===== config.mk =====
export PLATFORM = sky130hd
export DESIGN_NAME = obj_line_scanner
export DESIGN_NICKNAME = d
export VERILOG_FILES = /design/src/rtl/obj_line_scanner.sv
export SDC_FILE = /design/constraint.sdc
export NUM_CORES = 1
export LEC_CHECK = 0
export ABC_AREA = 0
export CORE_MARGIN = 4
export CORE_UTILIZATION = 61
export CTS_CLUSTER_SIZE = 20
export DETAILED_ROUTE_END_ITERATION = 16
export GPL_TIMING_DRIVEN = 0
export PLACE_DENSITY = 0.79
export SLEW_MARGIN = 20
export SYNTH_ARGS = -nofsm -noshare
export SYNTH_HDL_FRONTEND = slang
export SYNTH_HIERARCHICAL = 1
export SYNTH_SLANG_ARGS = --single-unit

===== constraint.sdc =====
create_clock -name clk -period 7.3 [get_ports clk]
set_clock_uncertainty 0.05 [all_clocks]
set_input_delay 0.73 -clock clk [delete_from_list [all_inputs] [get_ports clk]]
set_output_delay 0.73 -clock clk [all_outputs]
set_load 0.1 [all_outputs]

===== src/rtl/obj_line_scanner.sv =====
// Scanline object scanner: walks object RAM, queues a draw descriptor per object hitting the line.
// Latency: 3 ce per missed object, 7 ce per hit; descriptor visible one ce after its PUSH.
// Backpressure: full descriptor FIFO holds the scan in PUSH; obj_busy freezes the walk.

module obj_line_fifo #(
  parameter int W     = 8,
  parameter int DEPTH = 16
) (
  input  logic         clk,
  input  logic         reset,
  input  logic         ce,
  input  logic         flush,
  input  logic         push,
  input  logic [W-1:0] push_dat,
  input  logic         pop,
  output logic [W-1:0] head_dat,
  output logic         empty,
  output logic         full
);
  localparam int AW = $clog2(DEPTH);

  logic [W-1:0]  mem [DEPTH];
  logic [AW-1:0] wr_ptr;
  logic [AW-1:0] rd_ptr;
  logic [AW:0]   count;
  logic          do_push;
  logic          do_pop;

  assign do_push  = push && !full;
  assign do_pop   = pop && !empty;
  assign empty    = (count == '0);
  assign full     = count[AW];
  assign head_dat = mem[rd_ptr];

  always_ff @(posedge clk or posedge reset) begin
    if (reset) begin
      wr_ptr <= '0;
      rd_ptr <= '0;
      count  <= '0;
    end else if (ce) begin
      if (flush) begin
        wr_ptr <= '0;
        rd_ptr <= '0;
        count  <= '0;
      end else begin
        if (do_push) wr_ptr <= wr_ptr + AW'(1);
        if (do_pop)  rd_ptr <= rd_ptr + AW'(1);
        if (do_push && !do_pop)      count <= count + (AW+1)'(1);
        else if (!do_push && do_pop) count <= count - (AW+1)'(1);
      end
    end
  end

  always_ff @(posedge clk) begin
    if (ce && do_push && !flush) mem[wr_ptr] <= push_dat;
  end
endmodule

module obj_line_scanner #(
  parameter int FIFO_DEPTH = 16
) (
  input  logic        clk,
  input  logic        reset,
  input  logic        ce,
  input  logic        line_start,
  input  logic [8:0]  line,
  input  logic        obj_busy,
  output logic [10:0] obj_addr,
  input  logic [15:0] obj_din,
  output logic        desc_valid,
  input  logic        desc_ready,
  output logic [15:0] desc_code,
  output logic [3:0]  desc_row,
  output logic [9:0]  desc_x,
  output logic [6:0]  desc_color,
  output logic        desc_prio,
  output logic        desc_flipx,
  output logic        scan_active,
  output logic        scan_done,
  output logic        overrun
);
  typedef struct packed {
    logic [15:0] code;
    logic [3:0]  row;
    logic [9:0]  x;
    logic [6:0]  color;
    logic        prio;
    logic        flipx;
  } desc_t;

  localparam logic [2:0] S_IDLE    = 3'd0;
  localparam logic [2:0] S_RD_Y    = 3'd1;
  localparam logic [2:0] S_CHK_Y   = 3'd2;
  localparam logic [2:0] S_RD_CODE = 3'd3;
  localparam logic [2:0] S_RD_ATTR = 3'd4;
  localparam logic [2:0] S_RD_X    = 3'd5;
  localparam logic [2:0] S_PUSH    = 3'd6;
  localparam logic [2:0] S_NEXT    = 3'd7;

  logic [2:0]  state;
  logic [8:0]  idx;
  logic [8:0]  line_q;
  logic [6:0]  row_q;
  logic [1:0]  h_q;
  logic [15:0] code_q;
  logic [9:0]  attr_q;

  logic        step;
  logic        completing;
  logic        restart_flush;
  logic        fifo_push;
  logic        fifo_empty;
  logic        fifo_full;
  logic [8:0]  row_chk;
  logic        hit;
  logic [6:0]  hmask;
  logic [6:0]  r_flip;
  desc_t       new_desc;
  desc_t       head;
  desc_t       shown;

  assign step          = ce && !obj_busy;
  assign completing    = step && (state == S_NEXT) && (idx == 9'd511);
  assign restart_flush = line_start && scan_active && !completing;
  assign fifo_push     = step && (state == S_PUSH) && !line_start;

  assign row_chk = line_q - obj_din[8:0];
  assign hit     = row_chk < (9'd16 << obj_din[10:9]);

  // Rows are kept in-tile (< 128), so the flip works on 7 bits with hpx-1 as a mask.
  assign hmask  = {h_q == 2'd3, h_q[1], h_q != 2'd0, 4'hF};
  assign r_flip = attr_q[9] ? (hmask - row_q) : row_q;

  always_comb begin
    new_desc       = '0;
    new_desc.code  = code_q + {13'd0, r_flip[6:4]};
    new_desc.row   = r_flip[3:0];
    new_desc.x     = obj_din[9:0];
    new_desc.color = attr_q[6:0];
    new_desc.prio  = attr_q[7];
    new_desc.flipx = attr_q[8];
  end

  obj_line_fifo #(.W($bits(desc_t)), .DEPTH(FIFO_DEPTH)) u_fifo (
    .clk      (clk),
    .reset    (reset),
    .ce       (ce),
    .flush    (restart_flush),
    .push     (fifo_push),
    .push_dat (new_desc),
    .pop      (desc_ready && desc_valid),
    .head_dat (head),
    .empty    (fifo_empty),
    .full     (fifo_full)
  );

  assign desc_valid = !fifo_empty;
  assign shown      = desc_valid ? head : '0;
  assign desc_code  = shown.code;
  assign desc_row   = shown.row;
  assign desc_x     = shown.x;
  assign desc_color = shown.color;
  assign desc_prio  = shown.prio;
  assign desc_flipx = shown.flipx;

  always_ff @(posedge clk or posedge reset) begin
    if (reset) begin
      state       <= S_IDLE;
      idx         <= '0;
      line_q      <= '0;
      row_q       <= '0;
      h_q         <= '0;
      code_q      <= '0;
      attr_q      <= '0;
      obj_addr    <= '0;
      scan_active <= 1'b0;
      scan_done   <= 1'b0;
      overrun     <= 1'b0;
    end else if (ce) begin
      scan_done <= completing;
      overrun   <= restart_flush;
      if (line_start) begin
        line_q      <= line;
        idx         <= '0;
        state       <= S_RD_Y;
        scan_active <= 1'b1;
      end else if (!obj_busy) begin
        // obj_addr only moves on a taken step, so a busy stall re-reads the same word.
        case (state)
          S_RD_Y: begin
            obj_addr <= {idx, 2'd0};
            state    <= S_CHK_Y;
          end
          S_CHK_Y: begin
            if (hit) begin
              row_q <= row_chk[6:0];
              h_q   <= obj_din[10:9];
              state <= S_RD_CODE;
            end else begin
              state <= S_NEXT;
            end
          end
          S_RD_CODE: begin
            obj_addr <= {idx, 2'd1};
            state    <= S_RD_ATTR;
          end
          S_RD_ATTR: begin
            code_q   <= obj_din;
            obj_addr <= {idx, 2'd2};
            state    <= S_RD_X;
          end
          S_RD_X: begin
            attr_q   <= obj_din[9:0];
            obj_addr <= {idx, 2'd3};
            state    <= S_PUSH;
          end
          S_PUSH: begin
            if (!fifo_full) state <= S_NEXT;
          end
          S_NEXT: begin
            if (idx == 9'd511) begin
              idx         <= '0;
              state       <= S_IDLE;
              scan_active <= 1'b0;
            end else begin
              idx   <= idx + 9'd1;
              state <= S_RD_Y;
            end
          end
          default: state <= S_IDLE;
        endcase
      end
    end
  end
endmodule


==> impl_metrics.csv, run 1 <==
group,metric,value,unit
outcome,status,"finished, final reports clean",
sta,holdWs,0.452,ns
cts,clk_latency,0.59,ns
global_route,grt_pass1_vias,15400,
critical_path,crit_type,"flop to output pin",
critical_path,worst-path-max-fanout,10,
route,initialDrtViolationCount,1874,
pwr,combPwrFrac,30.8,%
route,routed_wl,69000,um
placed_design,placed_area,0.0308,mm^2
cts,clk_pin_slew,0.06,ns
route,drtPass1Iterations,5,
critical_path,cp_cell_sequence,"clkbuf_1, buf_2, buf_1, mux4_2, mux4_2, nor2b_1, clkdlybuf4s50_1",
hold_path,worstHoldPathCells,1,
cts,post_cts_buffers,0,
placed_design,place_ws,2.17,ns
placed_design,routabilityCongestion,0.799,
logic_synthesis,yosysTopAreaCellShare,65.7,%
logic_synthesis,synth_seq_area_share,72.9,%
pwr,seq_power_share,40.8,%
logic_synthesis,synth_mux_area_share,17.4,%
critical_path,crit_arrival,4.50,ns
route,ant_nets,0,
sta,max_freq,189,MHz
global_route,antenna_found_initial,0,
critical_path,reg2reg_slack,2.43,ns
cts,cts_buffers,68,
logic_synthesis,synth.distinct_cells,58,
logic_synthesis,synth_compound_area_share,2.02,%
critical_path,critPathSlowestCell,"clkdlybuf4s50_1",
hold_path,hold_class,"flop to flop",
cts,cts_sinks,707,
route,wl_per_cell,30.7,um
logic_synthesis,synthXorXnorAreaFrac,0.890,%
route,top_layer,"met4",
pwr,swShare,33.7,%
sta,drv_slew,0,
layout,final_cell_mix,"edfxtp_1, mux4_2, clkdlybuf4s50_1",
sta,hold_viol,0,
pwr,leakagePower,11.1,nW
logic_synthesis,synthCells,1387,
critical_path,reg2reg_depth,13,
placed_design,hpwl,41700,um
logic_synthesis,synth_top_cell_by_area,"edfxtp_1",
global_route,grt_pass1_wl,102000,um
route,wl_met3,6260,um
hold_path,hp-start,"obj_addr[8]",
placed_design,io_buffer_count,84,
sta,rsz0062_at_grt,"false",
cts,cts_htree_levels,3,
die,dieHeight,224,um
die,core,0.0458,mm^2
critical_path,setup.worst_path.end,"desc_code[4]",
critical_path,worstSetupStartpoint,"u_fifo/rd_ptr[1]",
logic_synthesis,synth_adder_area_share,1.46,%
pwr,clock_power_share,28.5,%
logic_synthesis,synth_top_flop_cell,"edfxtp_1",
layout,final_common_cell,"edfxtp_1",
logic_synthesis,synthArstFlopShare,11.7,%
sta,worst_slack,2.02,ns
pwr,power.switching,4.13,mW
route,wl_met2,35200,um
critical_path,worst_r2r_endpoint,"u_fifo/count[4]",
route,wl_met1,25500,um
die,dieWidth,224,um
critical_path,cp_slowest_stage_delay,1.00,ns
layout,area_growth,16.1,%
logic_synthesis,synth_seq_cells,707,
pwr,peakVddDrop,0.373,mV
die,start_util,62.3,%
route,via_count,14900,
sta,timing.final.crit_share,72.4,%
layout,final_area,0.0331,mm^2
logic_synthesis,synth_nets,1449,
cts,clock_path_buffers,3,
cts,post_cts_resized,0,
die,io_pins,85,
logic_synthesis,synth_top_family_by_area,"multiplexers",
cts,root_buffer,"clkbuf_16",
route,drc,0,
die,rows,78,
layout,final_nets,1656,
sta,finalCriticalPeriod,5.28,ns
critical_path,critPathMostFrequentCell,"mux4_2",
sta,setup_viol,0,
layout,fillCellCount,2547,
pwr,power.density,370,mW/mm^2
logic_synthesis,synthSimpleGateAreaFrac,3.63,%
global_route,grt_usage,28.0,%
logic_synthesis,yosys_warnings,6,
critical_path,reg2reg_from,"u_fifo/count[4]",
sta,worst_pin_slew,1.06,ns
global_route,grt_max_degree,37,
logic_synthesis,syn_area,0.0285,mm^2
global_route,grt_overflow,0,
sta,relSlewSlack,28.6,%
critical_path,required,6.52,ns
pwr,internal_power,8.12,mW
critical_path,startpoint_type,"flop",
logic_synthesis,synth.area.top_cells,"edfxtp_1, mux4_2, dfrtp_1, mux2_2, ha_1",
die,die_area,0.0503,mm^2
critical_path,cp-end-kind,"output pin",
layout,drive_above_1_share,27.8,%
cts,cts_tree,"built",
route,viasPerCell,6.62,
run,max_cap_violations,0,
logic_synthesis,synth_edf_count,624,
cts,cts_hold_buf,0,
logic_synthesis,synth.avg_cell_area,20.6,um^2
kinds of logic after synthesis:
kind of cell | Yosys count
buffers and inverters | 95
adders and majority gates | 31
muxes | 242
and+or+nand+nor | 188
xor gates and xnor gates | 29
AOI/OAI and AO/OA | 95
DFF | 707
state kept, by name, indices dropped and copies added (netlist names), 2 cells and up:
signal	flops
attr_q	10
code_q	16
h_q	2
idx	9
line_q	9
obj_addr	11
row_q	7
state	3
u_fifo/count	5
u_fifo/mem	624
u_fifo/rd_ptr	4
u_fifo/wr_ptr	4
how the worst min path moves through the flow:
stage / to / slack, ns
final: obj_addr[8] / 0.45
after global routing: code_q[0] / 0.47
after CTS: code_q[2] / 0.45
after detailed placement: code_q[2] / 0.43
after global placement: code_q[2] / 0.43
after floorplan: code_q[2] / 0.41
final cells by class:
class                      count  area [um^2]  share of cell area, %
antenna                        1         2.50                0.00756
buffer                        66          377                   1.14
clock buffer                  90         1870                   5.64
clock inverter                35          353                   1.07
inverter                      29          111                  0.336
multi-input combinational    585         7430                   22.4
sequential                   707        20800                   62.8
tap                          600          751                   2.27
timing repair buffer         137         1410                   4.26
synthesized netlist by cell type, types with 17 or more instances:
library cell / instances
mux4_2: 195
nor2b_1: 45
dfrtp_1: 83
nand2_1: 41
edfxtp_1: 624
ha_1: 27
nor2_1: 33
mux2_2: 34
xnor2_1: 17
o21ai_0: 44
inv_1: 29
clkbuf_1: 23
routing by layer:
metal | vias to the layer above | GRT usage (%)
li1 | 6050 | -
met1 | 7828 | 39.2
met2 | 888 | 46.7
met3 | 120 | 4.41
met4 | 0 | 8.83
met5 | - | 0
power groups by stage:
stage	Sequential, mW	Clock [mW]	Combinational (mW)
finish	4.99	3.49	3.77
global route	5.02	3.74	3.94
CTS	4.99	3.54	3.76
detailed placement	5.07	0	3.72
global placement	5.05	0	3.63
floorplan	5.06	0	2.73
critical path, delay by kind of cell, from the launching register on:
kind          cells  cell delay (ns)
simple gates      1             0.16
flops             1             0.37
buf+inv           4             2.41
mux               2             0.98
through the flow:
step                      power (mW)  utilization, %  setup TNS, ns  instances
after floorplan                 7.79               -              0       1387
after global placement          8.69            65.8        -662.50       2071
after detailed placement        8.78            67.2              0       2124
after CTS                       12.3            72.1              0       2249
after global routing            12.7            72.4              0       2249
final                           12.2            72.4              0       2250
(Power assumes the default switching activity.)
==> run 2, diff against run 1 <==
Clock period 7.3 ns to 5.4 ns, I/O delays scaled along.
==> results of run 2 <==
The final DEF is identical to that of run 1. Status: finished, final reports clean.
Main changes from that run: setup slack after placement 2.17 ns -> 0.459 ns; setup slack after layout 2.02 ns -> 0.308 ns; hold slack 0.452 ns -> 0.329 ns; register-to-register setup slack 2.43 ns -> 0.53 ns; total power 12.2 mW -> 16.6 mW; worst IR drop on VDD 0.373 mV -> 0.504 mV
